==> src/rtl/multicycle_controller.sv <==
// Control FSM for the shared single-ALU RV32I datapath: sequences FETCH/DECODE/EXEC/MEM/WB,
// runs the imem/dmem req/ready handshakes and drives the per-cycle enables and mux selects.
module multicycle_controller #(
  parameter int TIMEOUT = 255,
  parameter int TO_W    = 8
) (
  input  logic        clk,
  input  logic        rst_n,
  input  logic [31:0] instr,
  input  logic        branch_taken,
  output logic        imem_req,
  input  logic        imem_ready,
  output logic        dmem_req,
  output logic        dmem_we,
  input  logic        dmem_ready,
  output logic        ir_we,
  output logic        pc_we,
  output logic [1:0]  pc_sel,
  output logic        reg_we,
  output logic [1:0]  wb_sel,
  output logic        alu_src,
  output logic [1:0]  alu_op,
  output logic        illegal,
  output logic        fault,
  output logic [2:0]  state
);

  typedef enum logic [2:0] {
    S_IDLE   = 3'd0,
    S_FETCH  = 3'd1,
    S_DECODE = 3'd2,
    S_EXEC   = 3'd3,
    S_MEM    = 3'd4,
    S_WB     = 3'd5,
    S_TRAP   = 3'd6,
    S_FAULT  = 3'd7
  } state_t;

  localparam logic [6:0] OPCODE_LUI    = 7'b0110111;
  localparam logic [6:0] OPCODE_AUIPC  = 7'b0010111;
  localparam logic [6:0] OPCODE_JAL    = 7'b1101111;
  localparam logic [6:0] OPCODE_JALR   = 7'b1100111;
  localparam logic [6:0] OPCODE_BRANCH = 7'b1100011;
  localparam logic [6:0] OPCODE_LOAD   = 7'b0000011;
  localparam logic [6:0] OPCODE_STORE  = 7'b0100011;
  localparam logic [6:0] OPCODE_OPIMM  = 7'b0010011;
  localparam logic [6:0] OPCODE_OP     = 7'b0110011;

  // Last wait cycle index: a ready seen here still wins over the timeout.
  localparam logic [TO_W-1:0] TO_LAST = TO_W'(TIMEOUT - 1);

  state_t          cur;
  logic [TO_W-1:0] cnt;

  logic [6:0] opcode;
  logic       is_r, is_i, is_b, is_load, is_store, is_jal, is_jalr, is_lui, is_auipc, legal;
  logic       rd_zero;
  logic       unused_bits;

  assign opcode      = instr[6:0];
  assign rd_zero     = (instr[11:7] == 5'd0);
  assign unused_bits = ^instr[31:12];
  assign state       = cur;

  always_comb begin
    is_r     = (opcode == OPCODE_OP);
    is_i     = (opcode == OPCODE_OPIMM);
    is_b     = (opcode == OPCODE_BRANCH);
    is_load  = (opcode == OPCODE_LOAD);
    is_store = (opcode == OPCODE_STORE);
    is_jal   = (opcode == OPCODE_JAL);
    is_jalr  = (opcode == OPCODE_JALR);
    is_lui   = (opcode == OPCODE_LUI);
    is_auipc = (opcode == OPCODE_AUIPC);
    legal    = is_r | is_i | is_b | is_load | is_store | is_jal | is_jalr | is_lui | is_auipc;
  end

  // Sequencing and wait-cycle counter; the counter restarts on every entry to FETCH or MEM.
  always_ff @(posedge clk or negedge rst_n) begin
    if (!rst_n) begin
      cur <= S_IDLE;
      cnt <= '0;
    end else begin
      case (cur)
        S_IDLE: begin
          cur <= S_FETCH;
          cnt <= '0;
        end
        S_FETCH: begin
          if (imem_ready)          cur <= S_DECODE;
          else if (cnt == TO_LAST) cur <= S_FAULT;
          else                     cnt <= cnt + 1'b1;
        end
        S_DECODE: cur <= legal ? S_EXEC : S_TRAP;
        S_EXEC: begin
          if (is_b) begin
            cur <= S_FETCH;
            cnt <= '0;
          end else if (is_load || is_store) begin
            cur <= S_MEM;
            cnt <= '0;
          end else begin
            cur <= S_WB;
          end
        end
        S_MEM: begin
          if (dmem_ready) begin
            if (is_store) begin
              cur <= S_FETCH;
              cnt <= '0;
            end else begin
              cur <= S_WB;
            end
          end else if (cnt == TO_LAST) begin
            cur <= S_FAULT;
          end else begin
            cnt <= cnt + 1'b1;
          end
        end
        S_WB: begin
          cur <= S_FETCH;
          cnt <= '0;
        end
        S_TRAP:  cur <= S_TRAP;
        S_FAULT: cur <= S_FAULT;
      endcase
    end
  end

  // Outputs decode straight from the state so an async reset drops requests immediately.
  always_comb begin
    imem_req = 1'b0;
    dmem_req = 1'b0;
    dmem_we  = 1'b0;
    ir_we    = 1'b0;
    pc_we    = 1'b0;
    pc_sel   = 2'b00;
    reg_we   = 1'b0;
    wb_sel   = 2'b00;
    alu_src  = 1'b0;
    alu_op   = 2'b01;
    illegal  = 1'b0;
    fault    = 1'b0;
    case (cur)
      S_FETCH: begin
        imem_req = 1'b1;
        ir_we    = imem_ready;
      end
      S_EXEC: begin
        alu_src = !(is_r || is_b);
        if (is_r)      alu_op = 2'b00;
        else if (is_i) alu_op = 2'b10;
        else if (is_b) alu_op = 2'b11;
        if (is_b) begin
          pc_we  = 1'b1;
          pc_sel = branch_taken ? 2'b01 : 2'b00;
        end
      end
      S_MEM: begin
        dmem_req = 1'b1;
        dmem_we  = is_store;
        pc_we    = is_store && dmem_ready;
      end
      S_WB: begin
        reg_we = !rd_zero;
        if (is_load)                wb_sel = 2'b01;
        else if (is_jal || is_jalr) wb_sel = 2'b10;
        pc_we = 1'b1;
        if (is_jal)       pc_sel = 2'b01;
        else if (is_jalr) pc_sel = 2'b10;
      end
      S_TRAP:  illegal = 1'b1;
      S_FAULT: fault   = 1'b1;
      default: ;
    endcase
  end

endmodule

==> config.mk <==
export PLATFORM = sky130hd
export DESIGN_NAME = multicycle_controller
export DESIGN_NICKNAME = d
export VERILOG_FILES = /design/src/rtl/multicycle_controller.sv
export SDC_FILE = /design/constraint.sdc
export NUM_CORES = 1
export LEC_CHECK = 0
export ABC_AREA = 1
export BUFFER_PORTS_ARGS = -buffer_cell sky130_fd_sc_hd__buf_4
export CORE_MARGIN = 4
export CORE_UTILIZATION = 40
export CTS_CLUSTER_DIAMETER = 80
export CTS_CLUSTER_SIZE = 12
export DETAILED_ROUTE_END_ITERATION = 6
export PLACE_DENSITY = 0.69
export SYNTH_ARGS = -nofsm -noshare
export SYNTH_HDL_FRONTEND = slang
export SYNTH_SLANG_ARGS = --single-unit
==> constraint.sdc <==
create_clock -name clk -period 2.8 [get_ports clk]
set_input_delay 0.56 -clock clk [delete_from_list [all_inputs] [get_ports clk]]
set_output_delay 0.56 -clock clk [all_outputs]
set_load 0.02 [all_outputs]
==> results of run 1 <==
## metrics by stage
| stage | area (um^2) | total power [mW] | setup WS, ns | utilization, % | cells |
|---|---|---|---|---|---|
| after floorplan | 1140 | 0.179 | 0.747 | - | 184 |
| after global placement | 1420 | 0.205 | 0.768 | 52.1 | 247 |
| after detailed placement | 1420 | 0.205 | 0.799 | 52.1 | 247 |
| after CTS | 1450 | 0.321 | 0.662 | 53.0 | 251 |
| after global routing | 1450 | 0.336 | 0.510 | 53.0 | 251 |
| final | 1450 | 0.317 | 0.671 | 53.0 | 251 |
## layout make-up
| type | count | area (um^2) |
|---|---|---|
| Fill cell | 285 | 1280 |
| Multi-Input combinational cell | 148 | 768 |
| Sequential cell | 11 | 275 |
| Timing Repair Buffer | 34 | 255 |
| Inverter | 23 | 86.3 |
| Tap cell | 31 | 38.8 |
| Clock buffer | 4 | 26.3 |
## cells by family (layout without fill, tap and decap cells)
kind of cell | count (synthesis) | in the layout | share of synthesized area (%)
xor gates and xnor gates | 3 | 3 | 2.31
buffers and inverters | 25 | 61 | 8.45
DFF | 11 | 11 | 24.1
adders and majority gates | 2 | 2 | 2.20
and+or+nand+nor | 131 | 131 | 56.0
AOI/OAI and AO/OA | 12 | 12 | 6.92
## layer usage
metal  share of wire, %  wire length (um)  vias to the layer above  global-route usage (%)
met5                  0                 0                        -                       0
met4               0.41                12                        0                    2.73
met3                4.1               120                        2                    3.35
met2                 44              1280                       26                    25.8
met1                 52              1500                      571                    25.2
li1                   -                 -                      664                       -
## worst max-delay path by stage
| stage | start | end | cells past startpoint |
|---|---|---|---|
| after global routing | state[1] | pc_we | 6 |
| after detailed placement | instr[2] | alu_op[1] | 7 |
| final | state[2] | alu_op[1] | 6 |
| after floorplan | instr[3] | alu_op[1] | 5 |
| after CTS | state[2] | alu_op[1] | 6 |
| after global placement | instr[2] | alu_op[1] | 7 |
## cells in the final DEF (no fill, tap or decap), types with 2 or more instances in the layout
cell type and count:
nand2_1 55, buf_4 34, nor2_1 25, nand3_1 25, inv_1 16, dfrtp_1 11
inv_2 7, nand2_2 5, o21ai_0 5, nand4_1 5, nor2_2 3, nor2_4 3
nand3b_1 3, clkbuf_4 3, nand2_4 2, nand3_2 2, xor2_1 2, ha_1 2
## worst register-to-register path, delay by kind of cell (launching register included)
family | cells | cell delay, ns
AND/OR/NAND/NOR | 6 | 0.81
flip-flops | 1 | 0.47
buffers and inverters | 1 | 0.16
## cells in the mapped netlist (3+ instances only)
master,count
nor2_2,3
dfrtp_1,11
inv_2,7
nand3_1,25
nor2_4,3
nand2_1,55
o21ai_0,5
nand3b_1,3
inv_1,16
nand2_2,5
nand4_1,5
nor2_1,25
## report_power, final
part | leakage (nW) | switching (mW) | internal [mW]
sequential | 0.137 | 0.000791 | 0.159
combinational | 0.635 | 0.0214 | 0.0203
clock | 0.0150 | 0.0598 | 0.0552
## flip-flops by register name (all words and copies together), names as in the netlist
register and flops:
state 3, cnt 8
==> impl_metrics.csv, run 1 <==
group,metric,value,unit
outcome,run_status,"completed",
cts,cts_tree,"done",
die,start_util,41.7,%
worst_setup_path,endpoint_kind,"output pin",
worst_setup_path,required,2.24,ns
drt,avgRoutedWirePerCell,11.6,um
worst_setup_path,reg2reg_depth,7,
cts,cts_root_buf,"clkbuf_4",
cts,cts_num_sinks,11,
worst_setup_path,r2r_start,"state[1]",
cts,clockBufferDepth,2,
grt,grt_usage,17.0,%
worst_setup_path,arrival,1.57,ns
yosys,synthesis.nets,223,
yosys,synth_edf_count,0,
worst_setup_path,rrSetupSlack,1.32,ns
placed_design,dp_hpwl,2320,um
cts,numCtsBuffers,3,
power,pwr_density_cell,219,nW/um^2
cts,clk-insertion-delay-late,0.28,ns
cts,clkTransAtPathRegs,0.08,ns
flow_run,max_cap_viol_count,0,
worst_setup_path,worst_path_max_delay_cell,"dfrtp_1",
grt,grt_start_max_net_pins,12,
worst_setup_path,cp_max_fo,7,
cts,post_cts_buffers,0,
drt,ant_nets,0,
cts,cts-resized-gates,0,
die,std_cell_rows,19,
yosys,synth.avg_cell_area,6.19,um^2
drt,drtIter0Drc,66,
drt,vias,1263,
die,dieWidth,61.4,um
worst_hold_path,hp-class,"primary input to async pin",
timing,max_freq,470,MHz
yosys,ys_types,28,
drt,vias_per_cell,5.03,
grt,antenna_found_initial,0,
yosys,async_flop_share,100,%
drt,drt-total-wl,2910,um
timing,slew_headroom,77.9,%
timing,hold_slack,0.105,ns
yosys,synth-seq-cells,11,
placed_design,place.gp.congestion,0.831,
yosys,synth_top_area_cell,"dfrtp_1",
worst_setup_path,path_delay_family,"flip-flops",
die,dieArea,3770,um^2
timing,fin_tns_setup,0,ns
cts,htreeDepth,1,
die,core_area,2730,um^2
timing,clock_skew,0.00583,ns
worst_setup_path,timing.rr.end,"cnt[6]",
timing,slew_viol_final,0,
yosys,synthCells,184,
yosys,syn_area,1140,um^2
worst_setup_path,crit_type,"register to output pin",
yosys,yosysTopAreaCellShare,24.1,%
drt,dr.pass1.iters,4,
timing,worst_pin_slew,0.328,ns
yosys,synthTopCellsByArea,"dfrtp_1 (24%), nand2_1 (18%), nand3_1 (11%)",
cells_and_area,fin_nets,260,
power,irDropWorstVdd,0.000238,V
cts,cts_hold_buf,0,
cells_and_area,drive_above_1_share,28.2,%
grt,grt_pass1_vias,1102,
power,total_leakage_power,0.787,nW
die,top_level_ports,55,
timing,hold_violations,0,
worst_setup_path,start_kind,"register",
timing,finalSetupViolCount,0,
cells_and_area,area_growth_syn_to_layout,27.2,%
grt,grt_pass1_wl,4910,um
timing,rsz0062_at_grt,"false",
yosys,ys_warn_count,0,
grt,overflow,0,
drt,drcViolationCount,0,
timing,period_minus_slack,2.13,ns
worst_setup_path,path_buf_inv,3,
placed_design,io_buffer_count,34,
worst_setup_path,crit_path_max_incr_delay,0.47,ns
worst_setup_path,path_cells,"inv_2 > nand3_1 > inv_2 > nand3_1 > a21oi_1 > buf_4",
yosys,ys_seq_area_share,24.1,%
timing,fin_crit_sh,76.1,%
yosys,synth_top_flop_cell,"dfrtp_1",
cells_and_area,insertedDiodeCount,0,
die,die_y,61.4,um
Power figures use the tool's default switching activity.
==> run 2: changes to the inputs <==
==> constraint.sdc (replaced) <==
create_clock -name clk -period 2.2 [get_ports clk]
set_input_delay 0.44 -clock clk [delete_from_list [all_inputs] [get_ports clk]]
set_output_delay 0.44 -clock clk [all_outputs]
set_load 0.02 [all_outputs]
==> impl_metrics.csv, run 2 (same netlist as run 1, synthesis figures left out) <==
group,metric,value,unit
timing,finalSetupViolCount,0,
timing,clock_skew,0.0116,ns
placed_design,place_ws,0.429,ns
cts,cts_num_sinks,11,
grt,grt_pass1_vias,1162,
power,internal_power,0.300,mW
die,core_area,2730,um^2
worst_setup_path,crit_type,"register to output pin",
cells_and_area,fin_nets,261,
cells_and_area,multi_input_area,768,um^2
cts,clk-insertion-delay-late,0.28,ns
cells_and_area,area_growth_syn_to_layout,28.1,%
timing,worst_pin_slew,0.325,ns
drt,drtIter0Drc,54,
power,irDropWorstVdd,0.000285,V
power,p_switching,0.103,mW
cts,clkTransAtPathRegs,0.07,ns
placed_design,place.gp.congestion,0.831,
die,dieArea,3770,um^2
cells_and_area,drive_above_1_share,28.1,%
drt,drt-total-wl,2860,um
power,total_leakage_power,0.791,nW
cts,clockBufferDepth,2,
cts,htreeDepth,1,
timing,hold_violations,0,
cells_and_area,final_common_cell,"nand2_1",
drt,avgRoutedWirePerCell,11.3,um
worst_setup_path,start_kind,"register",
power,p_comb_share,13.4,%
timing,slew_headroom,78.1,%
grt,grt_pass1_wl,5000,um
worst_setup_path,rrSetupSlack,0.75,ns
worst_hold_path,hp-class,"primary input to register",
drt,drcViolationCount,0,
drt,ant_nets,0,
power,p_clk_share,36.1,%
power,pwr_density_cell,276,nW/um^2
cells_and_area,top_register,"cnt",
cts,cts_root_buf,"clkbuf_4",
die,start_util,41.7,%
die,std_cell_rows,19,
cells_and_area,largest_reg_flops,8,
drt,vias,1264,
die,die_y,61.4,um
drt,dr.pass1.iters,4,
power,power,0.404,mW
worst_setup_path,endpoint_kind,"output pin",
cells_and_area,insertedDiodeCount,0,
placed_design,dp_hpwl,2340,um
cells_and_area,design_area,1460,um^2
worst_setup_path,cp_max_fo,7,
die,top_level_ports,55,
cts,numCtsBuffers,3,
flow_run,max_cap_viol_count,0,
cells_and_area,n_fill_cell,289,
timing,period_minus_slack,1.99,ns
power,p_sw_share,25.6,%
timing,setup_slack,0.205,ns
timing,max_freq,501,MHz
worst_setup_path,required,1.76,ns
cells_and_area,regArea,275,um^2
timing,slew_viol_final,0,
grt,antenna_found_initial,0,
cts,cts_tree,"done",
grt,overflow,0,
worst_setup_path,arrival,1.55,ns
placed_design,io_buffer_count,34,
timing,rsz0062_at_grt,"false",
cts,cts-resized-gates,0,
power,power_frac_seq,50.5,%
outcome,run_status,"completed",
drt,vias_per_cell,5.02,
grt,grt_start_max_net_pins,12,
die,dieWidth,61.4,um
timing,fin_crit_sh,90.7,%
placed_design,dpl_cell_area,1420,um^2
cells_and_area,final_cell_mix,"nand2_1 (55), buf_4 (34), nor2_1 (25), nand3_1 (25), inv_1 (16)",
cells_and_area,fin_util,53.4,%
grt,grt_usage,17.2,%
timing,fin_tns_setup,0,ns
## run 2: cell types whose count changed in the layout (fill, tap and decap cells not counted)
cell / before / now
dlygate4sd3_1: 0 / 1
## run 2: path summary, 6_finish.rpt
kind	depth (start not counted)	to	start
hold reg to reg	2	cnt[1]	cnt[1]
max in group asynchronous	2	state[0]	rst_n
setup reg to reg	7	cnt[5]	state[2]
min in group asynchronous	2	cnt[5]	rst_n
hold / removal	4	state[2]	imem_ready
setup / recovery	6	alu_op[1]	state[2]
## run 2: worst max-delay path: stages (launching register included)
cell	delay, ns
dfrtp_1	0.46
inv_2	0.11
nand3_1	0.14
inv_2	0.13
nand3_1	0.11
a21oi_1	0.18
buf_4	0.16
## run 2: repair_timing
| item | in CTS | in global routing |
|---|---|---|
| endpoints found under the hold margin | 11 | 0 |
| buffers inserted | 0 | 0 |
| hold buffers | 1 | 0 |
## run 2: power by group through the flow
stage	Sequential, mW	Clock, mW	Combinational [mW]
5_1_grt	0.204	0.159	0.0618
2_1_floorplan	0.208	0	0.0203
6_report	0.204	0.146	0.0540
4_1_cts	0.204	0.150	0.0546
3_3_place_gp	0.208	0	0.0528
3_5_place_dp	0.208	0	0.0531
## run 2: layout make-up
cell class / instances / share of cell area [%]
Timing Repair Buffer: 35 / 18.2
Clock buffer: 4 / 1.80
Multi-Input combinational cell: 148 / 52.6
Tap cell: 31 / 2.66
Inverter: 23 / 5.91
Sequential cell: 11 / 18.9
## run 2: layer usage
metal,vias to the layer above,GRT usage (%),routed length (um),share of wire [%]
met5,-,0,0,0
met2,33,26.3,1280,45
li1,673,-,-,-
met1,556,26.1,1430,50
met4,0,2.73,13,0.45
met3,2,2.52,131,4.6
## run 2: stage by stage
| stage | cells | hold slack (ns) |
|---|---|---|
| global placement | 247 | 0.282 |
| detailed placement | 247 | 0.285 |
| global route | 252 | 0.488 |
| CTS | 252 | 0.475 |
| floorplan | 184 | 0.144 |
| finish | 252 | 0.477 |
